`config.mk`:
```
export PLATFORM = sky130hd
export DESIGN_NAME = decode_stage_flat
export DESIGN_NICKNAME = d
export VERILOG_FILES = /design/src/rtl/decode_stage_if.sv /design/src/rtl/decode_stage.sv /design/src/flat_wrapper.sv
export SDC_FILE = /design/constraint.sdc
export NUM_CORES = 1
export LEC_CHECK = 0
export CORE_AREA = 2 2 196 198
export CTS_CLUSTER_SIZE = 10
export DETAILED_ROUTE_END_ITERATION = 8
export DIE_AREA = 0 0 198 200
export MAX_ROUTING_LAYER = met4
export PLACE_DENSITY_LB_ADDON = 0.3
export RECOVER_POWER = 50
export SYNTH_ARGS = -nofsm -noshare
export SYNTH_HDL_FRONTEND = slang
export SYNTH_SLANG_ARGS = --single-unit
```
`constraint.sdc`:
```
create_clock -name clk -period 3.6 [get_ports clk]
set_clock_uncertainty 0.05 [all_clocks]
set_input_delay 0.9 -clock clk [delete_from_list [all_inputs] [get_ports clk]]
set_output_delay 0.9 -clock clk [all_outputs]
set_load 0.01 [all_outputs]
```
`src/rtl/decode_stage_if.sv`:
```
// decode_stage_if: fetch-side and issue-side handshake bundle for decode_stage.
//   slave  - decoder view: takes in_* and out_ready, drives in_ready and out_*.
//   master - environment view: drives in_* and out_ready, observes the rest.
//   XLEN   - datapath width, 32 or 64; sizes pc and immediate.
interface decode_stage_if #(parameter int XLEN = 64);
  logic            in_valid, in_ready;
  logic [31:0]     in_instr;
  logic [XLEN-1:0] in_pc;
  logic            out_valid, out_ready;
  logic [XLEN-1:0] out_pc, out_imm;
  logic [4:0]      out_rd, out_rs1, out_rs2;
  logic [3:0]      out_alu_op;
  logic            out_word, out_reg_write, out_is_load, out_is_store, out_is_branch, out_is_jump;
  logic [1:0]      out_mem_size;
  logic            out_mem_unsigned, out_illegal;
  modport slave (
    input  in_valid, in_instr, in_pc, out_ready,
    output in_ready, out_valid, out_pc, out_imm, out_rd, out_rs1, out_rs2, out_alu_op, out_word,
           out_reg_write, out_is_load, out_is_store, out_is_branch, out_is_jump, out_mem_size,
           out_mem_unsigned, out_illegal
  );
  modport master (
    output in_valid, in_instr, in_pc, out_ready,
    input  in_ready, out_valid, out_pc, out_imm, out_rd, out_rs1, out_rs2, out_alu_op, out_word,
           out_reg_write, out_is_load, out_is_store, out_is_branch, out_is_jump, out_mem_size,
           out_mem_unsigned, out_illegal
  );
endinterface

```
`src/rtl/decode_stage.sv`:
```
// decode_stage: registered RV32IM/RV64IM decoder with a DEPTH-entry output queue.
//   clk   - clock
//   reset - synchronous, active-low; clears queue and storage
//   bus   - decode_stage_if.slave: in_* instruction handshake, out_* decoded bundle at queue head
// Optional: define DECODE_TRACE_EN to print one disassembly line per accepted instruction.
module decode_stage #(
  parameter int XLEN  = 64,
  parameter int DEPTH = 2
) (
  input logic          clk,
  input logic          reset,
  decode_stage_if.slave bus
);
  localparam int AW  = $clog2(DEPTH);
  localparam bit R64 = XLEN == 64;
  typedef struct packed {
    logic [XLEN-1:0] pc;
    logic [4:0]      rd, rs1, rs2;
    logic [XLEN-1:0] imm;
    logic [3:0]      alu_op;
    logic            word, reg_write, is_load, is_store, is_branch, is_jump;
    logic [1:0]      mem_size;
    logic            mem_unsigned, illegal;
  } bundle_t;
  function automatic logic [3:0] alu_f3(input logic [2:0] f, input logic alt);
    case (f)
      3'd0:    return alt ? 4'd2 : 4'd1;
      3'd1:    return 4'd8;
      3'd2:    return 4'd11;
      3'd3:    return 4'd12;
      3'd4:    return 4'd5;
      3'd5:    return alt ? 4'd10 : 4'd9;
      3'd6:    return 4'd7;
      default: return 4'd6;
    endcase
  endfunction
  logic [31:0]     i;
  logic [6:0]      opc, f7;
  logic [2:0]      f3;
  logic [4:0]      rd, rs1, rs2;
  logic            shift, ok, live, push, pop;
  logic [XLEN-1:0] imm_i, imm_s, imm_b, imm_u, imm_j, shamt;
  bundle_t         d, h;
  bundle_t         mem [DEPTH];
  logic [AW-1:0]   wp, rp;
  logic [AW:0]     cnt;
  assign i     = bus.in_instr;
  assign opc   = i[6:0];
  assign rd    = i[11:7];
  assign f3    = i[14:12];
  assign rs1   = i[19:15];
  assign rs2   = i[24:20];
  assign f7    = i[31:25];
  assign shift = f3[1:0] == 2'b01;
  assign imm_i = XLEN'($signed(i[31:20]));
  assign imm_s = XLEN'($signed({i[31:25], i[11:7]}));
  assign imm_b = XLEN'($signed({i[31], i[7], i[30:25], i[11:8], 1'b0}));
  assign imm_u = XLEN'($signed({i[31:12], 12'b0}));
  assign imm_j = XLEN'($signed({i[31], i[19:12], i[20], i[30:21], 1'b0}));
  assign shamt = XLEN'(i[25:20]);
  always_comb begin
    d    = '0;
    d.pc = bus.in_pc;
    ok   = 1'b1;
    case (opc)
      7'b0110111, 7'b0010111: begin
        d.rd = rd; d.imm = imm_u; d.alu_op = 4'd1; d.reg_write = 1'b1;
      end
      7'b1101111: begin
        d.rd = rd; d.imm = imm_j; d.is_jump = 1'b1; d.reg_write = 1'b1;
      end
      7'b1100111: begin
        d.rd = rd; d.rs1 = rs1; d.imm = imm_i; d.is_jump = 1'b1; d.reg_write = 1'b1;
        ok = f3 == 3'd0;
      end
      7'b1100011: begin
        d.rs1 = rs1; d.rs2 = rs2; d.imm = imm_b; d.is_branch = 1'b1;
        ok = f3[2:1] != 2'b01;
      end
      7'b0000011: begin
        d.rd = rd; d.rs1 = rs1; d.imm = imm_i; d.alu_op = 4'd1; d.is_load = 1'b1; d.reg_write = 1'b1;
        d.mem_size = f3[1:0]; d.mem_unsigned = f3[2];
        ok = f3 != 3'd7 && (R64 || (f3 != 3'd3 && f3 != 3'd6));
      end
      7'b0100011: begin
        d.rs1 = rs1; d.rs2 = rs2; d.imm = imm_s; d.alu_op = 4'd1; d.is_store = 1'b1; d.mem_size = f3[1:0];
        ok = !f3[2] && (R64 || f3 != 3'd3);
      end
      7'b0010011: begin
        d.rd = rd; d.rs1 = rs1; d.imm = shift ? shamt : imm_i; d.reg_write = 1'b1;
        d.alu_op = alu_f3(f3, f3 == 3'd5 && i[30]);
        // shift-immediates: only bit 30 may be set above the shamt; bit 25 needs a 64-bit shamt
        ok = !shift || ((i[31:26] & 6'b101111) == 6'd0 && !(f3 == 3'd1 && i[30]) && (R64 || !i[25]));
      end
      7'b0011011: begin
        d.rd = rd; d.rs1 = rs1; d.imm = shift ? shamt : imm_i; d.word = 1'b1; d.reg_write = 1'b1;
        d.alu_op = alu_f3(f3, f3 == 3'd5 && i[30]);
        ok = R64 && (f3 == 3'd0 || (f3 == 3'd1 && f7 == 7'd0) || (f3 == 3'd5 && (f7 & 7'b1011111) == 7'd0));
      end
      7'b0110011, 7'b0111011: begin
        d.rd = rd; d.rs1 = rs1; d.rs2 = rs2; d.word = opc[3]; d.reg_write = 1'b1;
        d.alu_op = f7 == 7'd1 ? (f3[2] ? (f3[1] ? 4'd13 : 4'd4) : 4'd3) : alu_f3(f3, f7[5]);
        ok = opc[3]
          ? R64 && ((f7 == 7'd0 && (f3 == 3'd0 || f3 == 3'd1 || f3 == 3'd5)) ||
                    (f7 == 7'b0100000 && (f3 == 3'd0 || f3 == 3'd5)) ||
                    (f7 == 7'd1 && (f3 == 3'd0 || f3[2])))
          : f7 == 7'd0 || f7 == 7'd1 || (f7 == 7'b0100000 && (f3 == 3'd0 || f3 == 3'd5));
      end
      default: ok = 1'b0;
    endcase
    d.illegal   = !ok;
    d.reg_write = d.reg_write && ok && d.rd != 5'd0;
    if (!ok) {d.alu_op, d.word, d.is_load, d.is_store, d.is_branch, d.is_jump, d.mem_size, d.mem_unsigned} = 12'd0;
  end
  // live holds in_ready low through reset and for the edge that releases it
  assign bus.in_ready  = live && cnt != (AW+1)'(DEPTH);
  assign bus.out_valid = cnt != '0;
  assign push = bus.in_valid && bus.in_ready;
  assign pop  = bus.out_valid && bus.out_ready;
  always_ff @(posedge clk)
    if (!reset) begin
      live <= 1'b0;
      wp   <= '0;
      rp   <= '0;
      cnt  <= '0;
      mem  <= '{default: '0};
    end else begin
      live <= 1'b1;
      if (push) begin
        mem[wp] <= d;
        wp      <= wp + 1'b1;
      end
      if (pop) rp <= rp + 1'b1;
      cnt <= cnt + (AW+1)'(push) - (AW+1)'(pop);
    end
  assign h                    = mem[rp];
  assign bus.out_pc           = h.pc;
  assign bus.out_rd           = h.rd;
  assign bus.out_rs1          = h.rs1;
  assign bus.out_rs2          = h.rs2;
  assign bus.out_imm          = h.imm;
  assign bus.out_alu_op       = h.alu_op;
  assign bus.out_word         = h.word;
  assign bus.out_reg_write    = h.reg_write;
  assign bus.out_is_load      = h.is_load;
  assign bus.out_is_store     = h.is_store;
  assign bus.out_is_branch    = h.is_branch;
  assign bus.out_is_jump      = h.is_jump;
  assign bus.out_mem_size     = h.mem_size;
  assign bus.out_mem_unsigned = h.mem_unsigned;
  assign bus.out_illegal      = h.illegal;
`ifdef DECODE_TRACE_EN
  function automatic string mnem(input logic [31:0] w, input logic [3:0] op, input logic wd);
    string s;
    case (w[6:0])
      7'b0110111: s = "lui";
      7'b0010111: s = "auipc";
      7'b1101111: s = "jal";
      7'b1100111: s = "jalr";
      7'b1100011: s = w[14:12] == 3'd0 ? "beq" : w[14:12] == 3'd1 ? "bne" : w[14:12] == 3'd4 ? "blt" :
                      w[14:12] == 3'd5 ? "bge" : w[14:12] == 3'd6 ? "bltu" : "bgeu";
      7'b0000011, 7'b0100011:
        s = $sformatf("%s%s%s", w[5] ? "s" : "l",
                      w[13:12] == 2'd0 ? "b" : w[13:12] == 2'd1 ? "h" : w[13:12] == 2'd2 ? "w" : "d",
                      w[14] ? "u" : "");
      default: begin
        case (op)
          4'd1:    s = "add";
          4'd2:    s = "sub";
          4'd3:    s = "mul";
          4'd4:    s = "div";
          4'd5:    s = "xor";
          4'd6:    s = "and";
          4'd7:    s = "or";
          4'd8:    s = "sll";
          4'd9:    s = "srl";
          4'd10:   s = "sra";
          4'd11:   s = "slt";
          4'd12:   s = "sltu";
          default: s = "rem";
        endcase
        s = $sformatf("%s%s%s", s, w[5] ? "" : "i", wd ? "w" : "");
      end
    endcase
    return s;
  endfunction
  always_ff @(posedge clk)
    if (reset && push) begin
      if (d.illegal)
        $display("%h: illegal %b %b %b %b %b %b", bus.in_pc, f7, rs2, rs1, f3, rd, opc);
      else if (i == 32'h00000013) $display("%h: nop", bus.in_pc);
      else if (i == 32'h00008067) $display("%h: ret", bus.in_pc);
      else if (opc == 7'b0010011 && f3 == 3'd0 && i[31:20] == 12'd0)
        $display("%h: mv x%0d, x%0d", bus.in_pc, rd, rs1);
      else if (opc == 7'b0010011 && f3 == 3'd0 && rs1 == 5'd0)
        $display("%h: li x%0d, %0d", bus.in_pc, rd, $signed(d.imm));
      else if (opc == 7'b1101111 && rd == 5'd0)
        $display("%h: j %0d", bus.in_pc, $signed(d.imm));
      else if (opc == 7'b1100011 && rs2 == 5'd0 && f3[2:1] == 2'b00)
        $display("%h: %s x%0d, %0d", bus.in_pc, f3[0] ? "bnez" : "beqz", rs1, $signed(d.imm));
      else
        $display("%h: %s rd=x%0d rs1=x%0d rs2=x%0d imm=%0d", bus.in_pc, mnem(i, d.alu_op, d.word),
                 d.rd, d.rs1, d.rs2, $signed(d.imm));
    end
`endif
endmodule

```
`src/flat_wrapper.sv`:
```
// flat-port wrapper written by rule: the top's interface ports become plain ports
module decode_stage_flat 
#(
  parameter int XLEN  = 64,
  parameter int DEPTH = 2
)
  (clk, reset, bus_in_valid, bus_in_instr, bus_in_pc, bus_out_ready, bus_in_ready, bus_out_valid, bus_out_pc, bus_out_imm, bus_out_rd, bus_out_rs1, bus_out_rs2, bus_out_alu_op, bus_out_word, bus_out_reg_write, bus_out_is_load, bus_out_is_store, bus_out_is_branch, bus_out_is_jump, bus_out_mem_size, bus_out_mem_unsigned, bus_out_illegal);
  decode_stage_if #(.XLEN(XLEN)) bus_i ();
  input logic clk;
  input logic reset;
  input wire logic [$bits(bus_i.in_valid)-1:0] bus_in_valid;
  input wire logic [$bits(bus_i.in_instr)-1:0] bus_in_instr;
  input wire logic [$bits(bus_i.in_pc)-1:0] bus_in_pc;
  input wire logic [$bits(bus_i.out_ready)-1:0] bus_out_ready;
  output wire logic [$bits(bus_i.in_ready)-1:0] bus_in_ready;
  output wire logic [$bits(bus_i.out_valid)-1:0] bus_out_valid;
  output wire logic [$bits(bus_i.out_pc)-1:0] bus_out_pc;
  output wire logic [$bits(bus_i.out_imm)-1:0] bus_out_imm;
  output wire logic [$bits(bus_i.out_rd)-1:0] bus_out_rd;
  output wire logic [$bits(bus_i.out_rs1)-1:0] bus_out_rs1;
  output wire logic [$bits(bus_i.out_rs2)-1:0] bus_out_rs2;
  output wire logic [$bits(bus_i.out_alu_op)-1:0] bus_out_alu_op;
  output wire logic [$bits(bus_i.out_word)-1:0] bus_out_word;
  output wire logic [$bits(bus_i.out_reg_write)-1:0] bus_out_reg_write;
  output wire logic [$bits(bus_i.out_is_load)-1:0] bus_out_is_load;
  output wire logic [$bits(bus_i.out_is_store)-1:0] bus_out_is_store;
  output wire logic [$bits(bus_i.out_is_branch)-1:0] bus_out_is_branch;
  output wire logic [$bits(bus_i.out_is_jump)-1:0] bus_out_is_jump;
  output wire logic [$bits(bus_i.out_mem_size)-1:0] bus_out_mem_size;
  output wire logic [$bits(bus_i.out_mem_unsigned)-1:0] bus_out_mem_unsigned;
  output wire logic [$bits(bus_i.out_illegal)-1:0] bus_out_illegal;
  assign bus_i.in_valid = bus_in_valid;
  assign bus_i.in_instr = bus_in_instr;
  assign bus_i.in_pc = bus_in_pc;
  assign bus_i.out_ready = bus_out_ready;
  assign bus_in_ready = bus_i.in_ready;
  assign bus_out_valid = bus_i.out_valid;
  assign bus_out_pc = bus_i.out_pc;
  assign bus_out_imm = bus_i.out_imm;
  assign bus_out_rd = bus_i.out_rd;
  assign bus_out_rs1 = bus_i.out_rs1;
  assign bus_out_rs2 = bus_i.out_rs2;
  assign bus_out_alu_op = bus_i.out_alu_op;
  assign bus_out_word = bus_i.out_word;
  assign bus_out_reg_write = bus_i.out_reg_write;
  assign bus_out_is_load = bus_i.out_is_load;
  assign bus_out_is_store = bus_i.out_is_store;
  assign bus_out_is_branch = bus_i.out_is_branch;
  assign bus_out_is_jump = bus_i.out_is_jump;
  assign bus_out_mem_size = bus_i.out_mem_size;
  assign bus_out_mem_unsigned = bus_i.out_mem_unsigned;
  assign bus_out_illegal = bus_i.out_illegal;
  decode_stage #(.XLEN(XLEN), .DEPTH(DEPTH)) u_core (.clk(clk), .reset(reset), .bus(bus_i));
endmodule
```
==> results.yml, run 1 <==
logic_synthesis:
  yosys_warnings: 0
  synth_seq_cells: 255
  netlist_instances: 1159
  synth_seq_area_share_pct: 46.1
  synthArstFlopShare_pct: 0
  synth_edf_count: 0
  synthesis.nets: 1261
  netlist_area_sq_mm: 0.0111
  postSynthAreaPerCell_sq_um: 9.55
  ys.flop_type: "dfxtp_1"
  synth_cell_types: 75
clocking:
  cts_tree: "done"
  postCtsResizedCells: 0
  cts_sinks: 255
  cts_buffers: 30
  htreeDepth: 1
  cts_buffer_depth: 3
  root_buffer: "clkbuf_16"
  hold_buffers: 0
  post-cts-setup-buffers: 0
  clkTransAtPathRegs_ns: 0.06
  clock_latency_ns: 0.55
global_routing:
  grt_pass1_wl_mm: 54.3
  grtUsageTotal_pct: 17.9
  antenna_found_initial: 0
  grt_pass1_vias: 9344
  grt-ovfl-total: 0
  grt_max_degree: 94
final_layout:
  area_delta_synth_final_pct: 33.5
  diodes: 0
  layout.cells.non_filler: 1873
  final_nets: 1457
  drive_above_1_share_pct: 15.9
hold_path:
  min-delay-start: "u_core.mem[17]$_SDFFE_PN0P_"
  hold_path_depth: 2
  min_to: "u_core.mem[17]$_SDFFE_PN0P_"
  hold_path_class: "reg -> reg"
worst_setup_path:
  worstReg2RegEnd: "u_core.mem[184]$_SDFFE_PN0P_"
  r2r_setup_slack_ns: 1.28
  critPathLaunchType: "flip-flop"
  end_kind: "output port"
  reg2reg_from: "u_core.cnt[0]$_SDFF_PN0_"
  r2r_cells: 4
  cp.required_ns: 2.65
  crit_arrival_ns: 2.43
  path_class: "reg -> out"
  crit_path_max_fanout: 23
route:
  viasPerCell: 5.08
  drcViolationCount: 0
  vias: 9517
  routed_wl_mm: 35.6
  first_iter_violations: 594
  drt_pass1_iterations: 5
  ant_nets: 0
  wl_per_cell_um: 19.0
floorplan:
  ios: 259
  die_w_um: 198
  die_area_sq_mm: 0.0396
  initial_core_util_pct: 29.6
  core_area_sq_mm: 0.0374
  die_h_um: 200
  rows: 71
pwr:
  powerDensity_mw_per_mm2: 498
  ir_worst_vdd_v: 0.000321
  leakagePower_nw: 5.46
timing:
  setup_viol: 0
  final-hold-violation-count: 0
  worst_pin_slew_ns: 1.28
  rsz0062_at_grt: "false"
  fin_tns_setup_ns: 0
  period_minus_slack_ns: 3.38
  slew_headroom_pct: 14.5
  slew_viol_final: 0
  period_share_pct: 93.8
  fmax_mhz: 296
placed_design:
  hpwlAfterDp_mm: 23.5
  dp_cells: 1834
  portBuffers: 258
  gp_congestion: 0.832
flow_run:
  cap_violations: 0
run_status:
  status: "finished, final reports clean"
==> synth_stat cells (2+ instances only) <==
| library cell | instances | area (sq um) |
|---|---|---|
| buf_1 | 2 | 7.51 |
| o22ai_1 | 2 | 12.5 |
| or3_1 | 3 | 18.8 |
| nand2_1 | 190 | 713 |
| nand2b_1 | 6 | 37.5 |
| mux2_2 | 125 | 1410 |
| clkbuf_1 | 54 | 203 |
| a22o_1 | 79 | 692 |
| a22oi_1 | 9 | 67.6 |
| nand4_1 | 7 | 43.8 |
| nand4b_1 | 2 | 17.5 |
| o21ai_0 | 11 | 55.1 |
| a31oi_1 | 3 | 18.8 |
| o21ai_1 | 20 | 100 |
| a32o_1 | 18 | 180 |
| buf_4 | 34 | 255 |
| nand3_1 | 10 | 50.1 |
| o31ai_1 | 21 | 158 |
| or4_1 | 2 | 15.0 |
| nor2b_1 | 6 | 37.5 |
| nor3_1 | 10 | 50.1 |
| nor4_1 | 2 | 12.5 |
| o211ai_1 | 3 | 22.5 |
| ha_1 | 2 | 25.0 |
| a221oi_1 | 4 | 35.0 |
| buf_6 | 4 | 45.0 |
| a21o_1 | 4 | 30.0 |
| a21oi_1 | 118 | 591 |
| inv_1 | 10 | 37.5 |
| a221o_1 | 19 | 190 |
| and2_1 | 10 | 62.6 |
| xnor2_1 | 2 | 17.5 |
| a32oi_1 | 4 | 35.0 |
| nor2_1 | 32 | 120 |
| dfxtp_1 | 255 | 5100 |
| buf_2 | 37 | 185 |
==> state kept, by name (all words and copies together) (netlist names) <==
name         count
u_core.mem     250
u_core.cnt       2
u_core.live      1
u_core.rp        1
u_core.wp        1
==> stage by stage <==
| step | setup slack, ns | total power, mW | instance area (sq um) | utilization, % | hold slack [ns] |
|---|---|---|---|---|---|
| after floorplan | 1.01 | 4.00 | 11100 | - | 0.360 |
| after global placement | 0.308 | 4.72 | 14000 | 37.4 | 0.377 |
| after detailed placement | 0.288 | 4.72 | 14000 | 37.4 | 0.381 |
| after CTS | 0.161 | 7.48 | 14800 | 39.7 | 0.391 |
| after global routing | 0.101 | 7.69 | 14800 | 39.5 | 0.406 |
| final | 0.224 | 7.35 | 14800 | 39.5 | 0.388 |
==> routing by layer <==
layer / wire [um] / global-route usage (%)
met4: 864 / 4.93
met5: 0 / -
met3: 2080 / 3.39
met1: 16500 / 23.5
met2: 16200 / 28.2
==> critical path, stage by stage (launching register included) <==
cell and delay, ns:
dfxtp_4 0.56, buf_4 0.39, mux2_2 0.41, clkdlybuf4s50_1 0.50
==> where the power goes <==
group	internal (mW)	total (mW)	switching, mW
clock	1.58	2.71	1.13
combinational	0.762	1.58	0.821
sequential	2.96	3.06	0.101
==> logic make-up after synthesis <==
kind of cell / count (synthesis) / synth area share [%]
compound gates: 334 / 21.6
simple gates: 295 / 12.1
flops: 255 / 46.1
buf+inv: 142 / 6.66
mux: 127 / 12.9
xor+xnor: 3 / 0.237
fa+ha+maj: 3 / 0.328
==> cells in the final DEF (no fill, tap or decap), types with 17 or more instances in the layout <==
cell type        netlist  final
a21oi_1              118    119
a221o_1               19     19
a22o_1                79     79
a32o_1                18     18
buf_4                 34     27
clkbuf_16              0     31
clkdlybuf4s50_1        0    255
dfxtp_1              255    254
mux2_2               125    125
nand2_1              190    190
nor2_1                32     31
o21ai_1               20     17
o31ai_1               21     21
==> layout make-up <==
cell class | count | area, sq um
clock buffer | 37 | 828
clock inverter | 2 | 10.0
fill | 3677 | 22600
inverter | 11 | 42.5
multi-input combinational | 762 | 5210
sequential | 255 | 5110
tap | 511 | 639
timing repair buffer | 295 | 2930
==> worst max path at each step <==
stage,from,end,slack (ns),depth (start not counted)
detailed placement,bus_in_instr[3],u_core.mem[179]$_SDFFE_PN0P_,0.29,6
global route,u_core.rp$_SDFFE_PN0P_,bus_out_imm[42],0.10,2
CTS,u_core.rp$_SDFFE_PN0P_,bus_out_imm[42],0.16,2
floorplan,u_core.rp$_SDFFE_PN0P_,bus_out_imm[32],1.01,4
finish,u_core.rp$_SDFFE_PN0P_,bus_out_imm[20],0.22,3
global placement,bus_in_instr[2],u_core.mem[177]$_SDFFE_PN0P_,0.31,6
No activity file was read; power rests on OpenSTA's default activity.
==> inputs of run 2 (changes only) <==
--- a/config.mk
+++ b/config.mk
@@ -9,6 +9,7 @@
 export CTS_CLUSTER_SIZE = 10
 export DETAILED_ROUTE_END_ITERATION = 8
 export DIE_AREA = 0 0 198 200
+export GPL_TIMING_DRIVEN = 0
 export MAX_ROUTING_LAYER = met4
 export PLACE_DENSITY_LB_ADDON = 0.3
 export RECOVER_POWER = 50
==> results.yml, run 2 (same netlist as run 1, synthesis figures left out) <==
final_layout:
  drive_above_1_share_pct: 17.2
  largestRegisters: "u_core.mem x250, u_core.cnt x2"
  layout_commonest_cell: "dfxtp_1"
  area_delta_synth_final_pct: 37.0
  fillers: 3730
  layout_common_cells: "dfxtp_1, clkdlybuf4s50_1, nand2_1, mux2_2, a21oi_1"
  largest_register: "u_core.mem"
  largest_reg_flops: 250
  final_nets: 1548
worst_setup_path:
  reg2reg_from: "u_core.cnt[0]$_SDFF_PN0_"
  cp.required_ns: 2.65
  crit_path_max_fanout: 10
  crit_arrival_ns: 2.54
  critPathLaunchType: "flip-flop"
  end_kind: "output port"
  r2r_cells: 7
  path_class: "reg -> out"
  r2r_setup_slack_ns: 0.67
  worstReg2RegEnd: "u_core.mem[309]$_SDFFE_PN0P_"
pwr:
  ir_worst_vdd_v: 0.000331
  powerDensity_mw_per_mm2: 503
  finalPower_mw: 7.62
  leakagePower_nw: 5.70
global_routing:
  grtUsageTotal_pct: 19.3
  grt_pass1_wl_mm: 57.7
  grt_pass1_vias: 9850
  grt-ovfl-total: 0
  antenna_found_initial: 2
  grt_max_degree: 34
clocking:
  htreeDepth: 1
  cts_sinks: 255
  post-cts-setup-buffers: 0
  cts_buffers: 31
  cts_tree: "done"
  root_buffer: "clkbuf_16"
  clock_latency_ns: 0.56
  clkTransAtPathRegs_ns: 0.05
  cts_buffer_depth: 3
route:
  drcViolationCount: 0
  wl_met3_mm: 2.41
  vias: 9867
  first_iter_violations: 679
  maxUsedRoutingLayer: "met4"
  wl_per_cell_um: 19.7
  ant_nets: 0
  met2_length_mm: 17.8
  routed_wl_mm: 38.9
  viasPerCell: 5.01
  met1Wirelength_mm: 17.3
  drt_pass1_iterations: 5
timing:
  fin_tns_setup_ns: 0
  final-hold-violation-count: 0
  period_share_pct: 97.0
  slew_headroom_pct: 13.4
  worst_pin_slew_ns: 1.29
  fmax_mhz: 286
  rsz0062_at_grt: "false"
  slew_viol_final: 0
  setup_viol: 0
  holdWs_ns: 0.395
  period_minus_slack_ns: 3.49
floorplan:
  ios: 259
  rows: 71
  die_area_sq_mm: 0.0396
  die_h_um: 200
  core_area_sq_mm: 0.0374
  initial_core_util_pct: 29.6
  die_w_um: 198
hold_path:
  min-delay-start: "u_core.mem[5]$_SDFFE_PN0P_"
  hold_path_depth: 2
  min_to: "u_core.mem[5]$_SDFFE_PN0P_"
  hold_path_class: "reg -> reg"
placed_design:
  gp_congestion: 0.871
  hpwlAfterDp_mm: 27.9
  portBuffers: 254
flow_run:
  cap_violations: 0
run_status:
  status: "finished, final reports clean"
-- run 2: worst max-delay path by stage --
| stage | end | start | depth (start not counted) | slack [ns] |
|---|---|---|---|---|
| finish | bus_out_imm[20] | u_core.rp$_SDFFE_PN0P_ | 3 | 0.11 |
| global route | u_core.mem[310]$_SDFFE_PN0P_ | bus_in_valid | 8 | 0.02 |
| CTS | bus_out_pc[36] | u_core.rp$_SDFFE_PN0P_ | 4 | 0.006 |
| detailed placement | u_core.mem[9]$_SDFFE_PN0P_ | reset | 8 | -0.50 |
| global placement | u_core.mem[8]$_SDFFE_PN0P_ | reset | 8 | -0.45 |
| floorplan | bus_out_imm[32] | u_core.rp$_SDFFE_PN0P_ | 4 | 1.01 |
-- run 2: per-layer routing --
metal	GRT usage, %	vias up
li1	-	4740
met1	25.1	4753
met2	30.1	308
met3	3.58	66
met4	6.88	0
met5	-	-
-- run 2: per-stage QoR --
stage                     instances  util (%)  setup slack [ns]  instance area (sq um)
after detailed placement       1924      38.1            -0.501                  14200
after floorplan                1159         -              1.01                  11100
final                          1969      40.5             0.109                  15200
after global placement         1924      38.1            -0.447                  14200
after CTS                      1966      40.6           0.00586                  15200
after global routing           1969      40.5            0.0153                  15200
-- run 2: repair_timing --
item | in CTS | in global routing
endpoints found under the setup margin | 157 | 78
pin swaps | 0 | 0
hold buffers | 0 | 0
gates cloned | 0 | 1
resized for setup | 10 | 9
hold endpoints to repair | 0 | 0
-- run 2: final cells by class --
| type | count | area (sq um) | area share (%) |
|---|---|---|---|
| antenna | 2 | 5.00 | 0.0330 |
| timing repair buffer | 254 | 2540 | 16.8 |
| multi-input combinational | 763 | 5230 | 34.5 |
| inverter | 11 | 41.3 | 0.272 |
| clock buffer | 38 | 842 | 5.55 |
| tap | 511 | 639 | 4.22 |
| clock inverter | 5 | 78.8 | 0.520 |
| buffer | 130 | 679 | 4.48 |
| sequential | 255 | 5110 | 33.7 |
-- run 2: critical path, cell delays in order, from the launching register on --
cell and delay (ns):
dfxtp_2 0.47, clkbuf_1 0.57, mux2_2 0.44, clkdlybuf4s50_1 0.49
-- run 2: power by group --
part           switching (mW)  total [mW]  internal, mW
combinational           0.908        1.66         0.756
sequential             0.0811        3.04          2.96
clock                    1.16        2.92          1.75
==> inputs of run 3 (changes only) <==
--- a/config.mk
+++ b/config.mk
@@ -13,6 +13,7 @@
 export MAX_ROUTING_LAYER = met4
 export PLACE_DENSITY_LB_ADDON = 0.3
 export RECOVER_POWER = 50
+export SKIP_CTS_REPAIR_TIMING = 1
 export SYNTH_ARGS = -nofsm -noshare
 export SYNTH_HDL_FRONTEND = slang
 export SYNTH_SLANG_ARGS = --single-unit
==> results.yml, run 3 (same netlist as run 1, synthesis figures left out) <==
global_routing:
  grt_max_degree: 34
  grt_pass1_wl_mm: 57.6
  antenna_found_initial: 2
  grt_pass1_vias: 9844
  grtUsageTotal_pct: 19.3
  grt-ovfl-total: 0
worst_setup_path:
  cp.required_ns: 2.65
  crit_arrival_ns: 2.57
  worstReg2RegEnd: "u_core.mem[309]$_SDFFE_PN0P_"
  r2r_setup_slack_ns: 0.64
  r2r_cells: 7
  reg2reg_from: "u_core.cnt[0]$_SDFF_PN0_"
  path_class: "reg -> out"
  end_kind: "output port"
  critPathLaunchType: "flip-flop"
  crit_path_max_fanout: 10
floorplan:
  initial_core_util_pct: 29.6
  core_area_sq_mm: 0.0374
  die_w_um: 198
  rows: 71
  ios: 259
  die_area_sq_mm: 0.0396
  die_h_um: 200
final_layout:
  final_cell_area_sq_mm: 0.0152
  final_nets: 1548
  largestRegisters: "u_core.mem x250, u_core.cnt x2"
  largest_reg_flops: 250
  area_delta_synth_final_pct: 37.0
  layout_commonest_cell: "dfxtp_1"
  drive_above_1_share_pct: 17.0
  largest_register: "u_core.mem"
  layout_common_cells: "dfxtp_1, clkdlybuf4s50_1, nand2_1, mux2_2, a21oi_1"
route:
  vias: 9890
  viasPerCell: 5.02
  routed_wl_mm: 38.9
  drcViolationCount: 0
  ant_nets: 0
  first_iter_violations: 699
  drt_pass1_iterations: 5
  wl_per_cell_um: 19.7
pwr:
  p_clk_share_pct: 38.2
  finalPower_mw: 7.62
  p_sw_share_pct: 28.2
  p_seq_share_pct: 39.9
  leakagePower_nw: 5.69
  p_comb_share_pct: 21.8
  p_sw_mw: 2.15
  intPower_mw: 5.47
  powerDensity_mw_per_mm2: 502
  ir_worst_vdd_v: 0.000329
timing:
  fmax_mhz: 284
  rsz0062_at_grt: "true"
  slew_viol_final: 0
  setup_viol: 0
  period_minus_slack_ns: 3.52
  final-hold-violation-count: 0
  slew_headroom_pct: 12.7
  period_share_pct: 97.8
  holdWs_ns: 0.395
  worst_pin_slew_ns: 1.30
hold_path:
  min_to: "u_core.mem[5]$_SDFFE_PN0P_"
  hold_path_class: "reg -> reg"
  min-delay-start: "u_core.mem[5]$_SDFFE_PN0P_"
  hold_path_depth: 2
run_status:
  status: "finished, final reports clean"
clocking:
  cts_buffer_depth: 3
  clock_latency_ns: 0.56
  clkTransAtPathRegs_ns: 0.05
  cts_tree: "done"
  root_buffer: "clkbuf_16"
  cts_buffers: 31
  htreeDepth: 1
  cts_sinks: 255
placed_design:
  gp_congestion: 0.871
  hpwlAfterDp_mm: 27.9
  portBuffers: 254
  place_area_sq_mm: 0.0142
flow_run:
  cap_violations: 0
run 3: how the worst max path moves through the flow:
stage                                      start  depth (start not counted)  slack, ns                    endpoint
after global routing      u_core.rp$_SDFFE_PN0P_                          3      -0.02             bus_out_is_jump
after detailed placement                   reset                          8      -0.50  u_core.mem[9]$_SDFFE_PN0P_
after global placement                     reset                          8      -0.45  u_core.mem[8]$_SDFFE_PN0P_
after floorplan           u_core.rp$_SDFFE_PN0P_                          4       1.01             bus_out_imm[32]
final                     u_core.rp$_SDFFE_PN0P_                          3       0.08             bus_out_illegal
after CTS                 u_core.rp$_SDFFE_PN0P_                          5      -0.80             bus_out_imm[36]
run 3: layout make-up:
class	count	area, sq um
Inverter	11	41.3
Multi-Input combinational cell	763	5230
Clock inverter	5	78.8
Fill cell	3732	22200
Tap cell	511	639
Buffer	130	674
Sequential cell	255	5110
Timing Repair Buffer	254	2540
Clock buffer	38	842
Antenna cell	2	5.00
run 3: worst max-delay path: stages (launching register included):
cell and delay (ns):
dfxtp_2 0.48, clkbuf_1 0.56, mux2_2 0.40, clkdlybuf4s50_1 0.56
run 3: layer usage:
metal / vias to the layer above / share of wire, % / GRT usage, %
met1: 4756 / 45 / 25.0
met5: - / 0 / -
met3: 66 / 6.4 / 3.73
met2: 331 / 46 / 30.0
li1: 4737 / - / -
met4: 0 / 3.3 / 6.88
run 3: metrics by stage:
step / TNS, ns / std cells / utilization [%] / setup slack, ns
after floorplan: 0 / 1159 / - / 1.01
after global placement: -28.16 / 1924 / 38.1 / -0.447
after detailed placement: -32.65 / 1924 / 38.1 / -0.501
after CTS: -73.47 / 1967 / 40.6 / -0.801
after global routing: -0.121 / 1969 / 40.5 / -0.0162
final: 0 / 1969 / 40.5 / 0.0786
run 3: power groups by stage:
stage	sequential (mW)	clock, mW	combinational [mW]
after floorplan	3.06	0	0.933
after global placement	3.08	0	1.68
after detailed placement	3.08	0	1.68
after CTS	3.03	2.97	1.69
after global routing	3.06	3.07	1.79
final	3.04	2.91	1.66
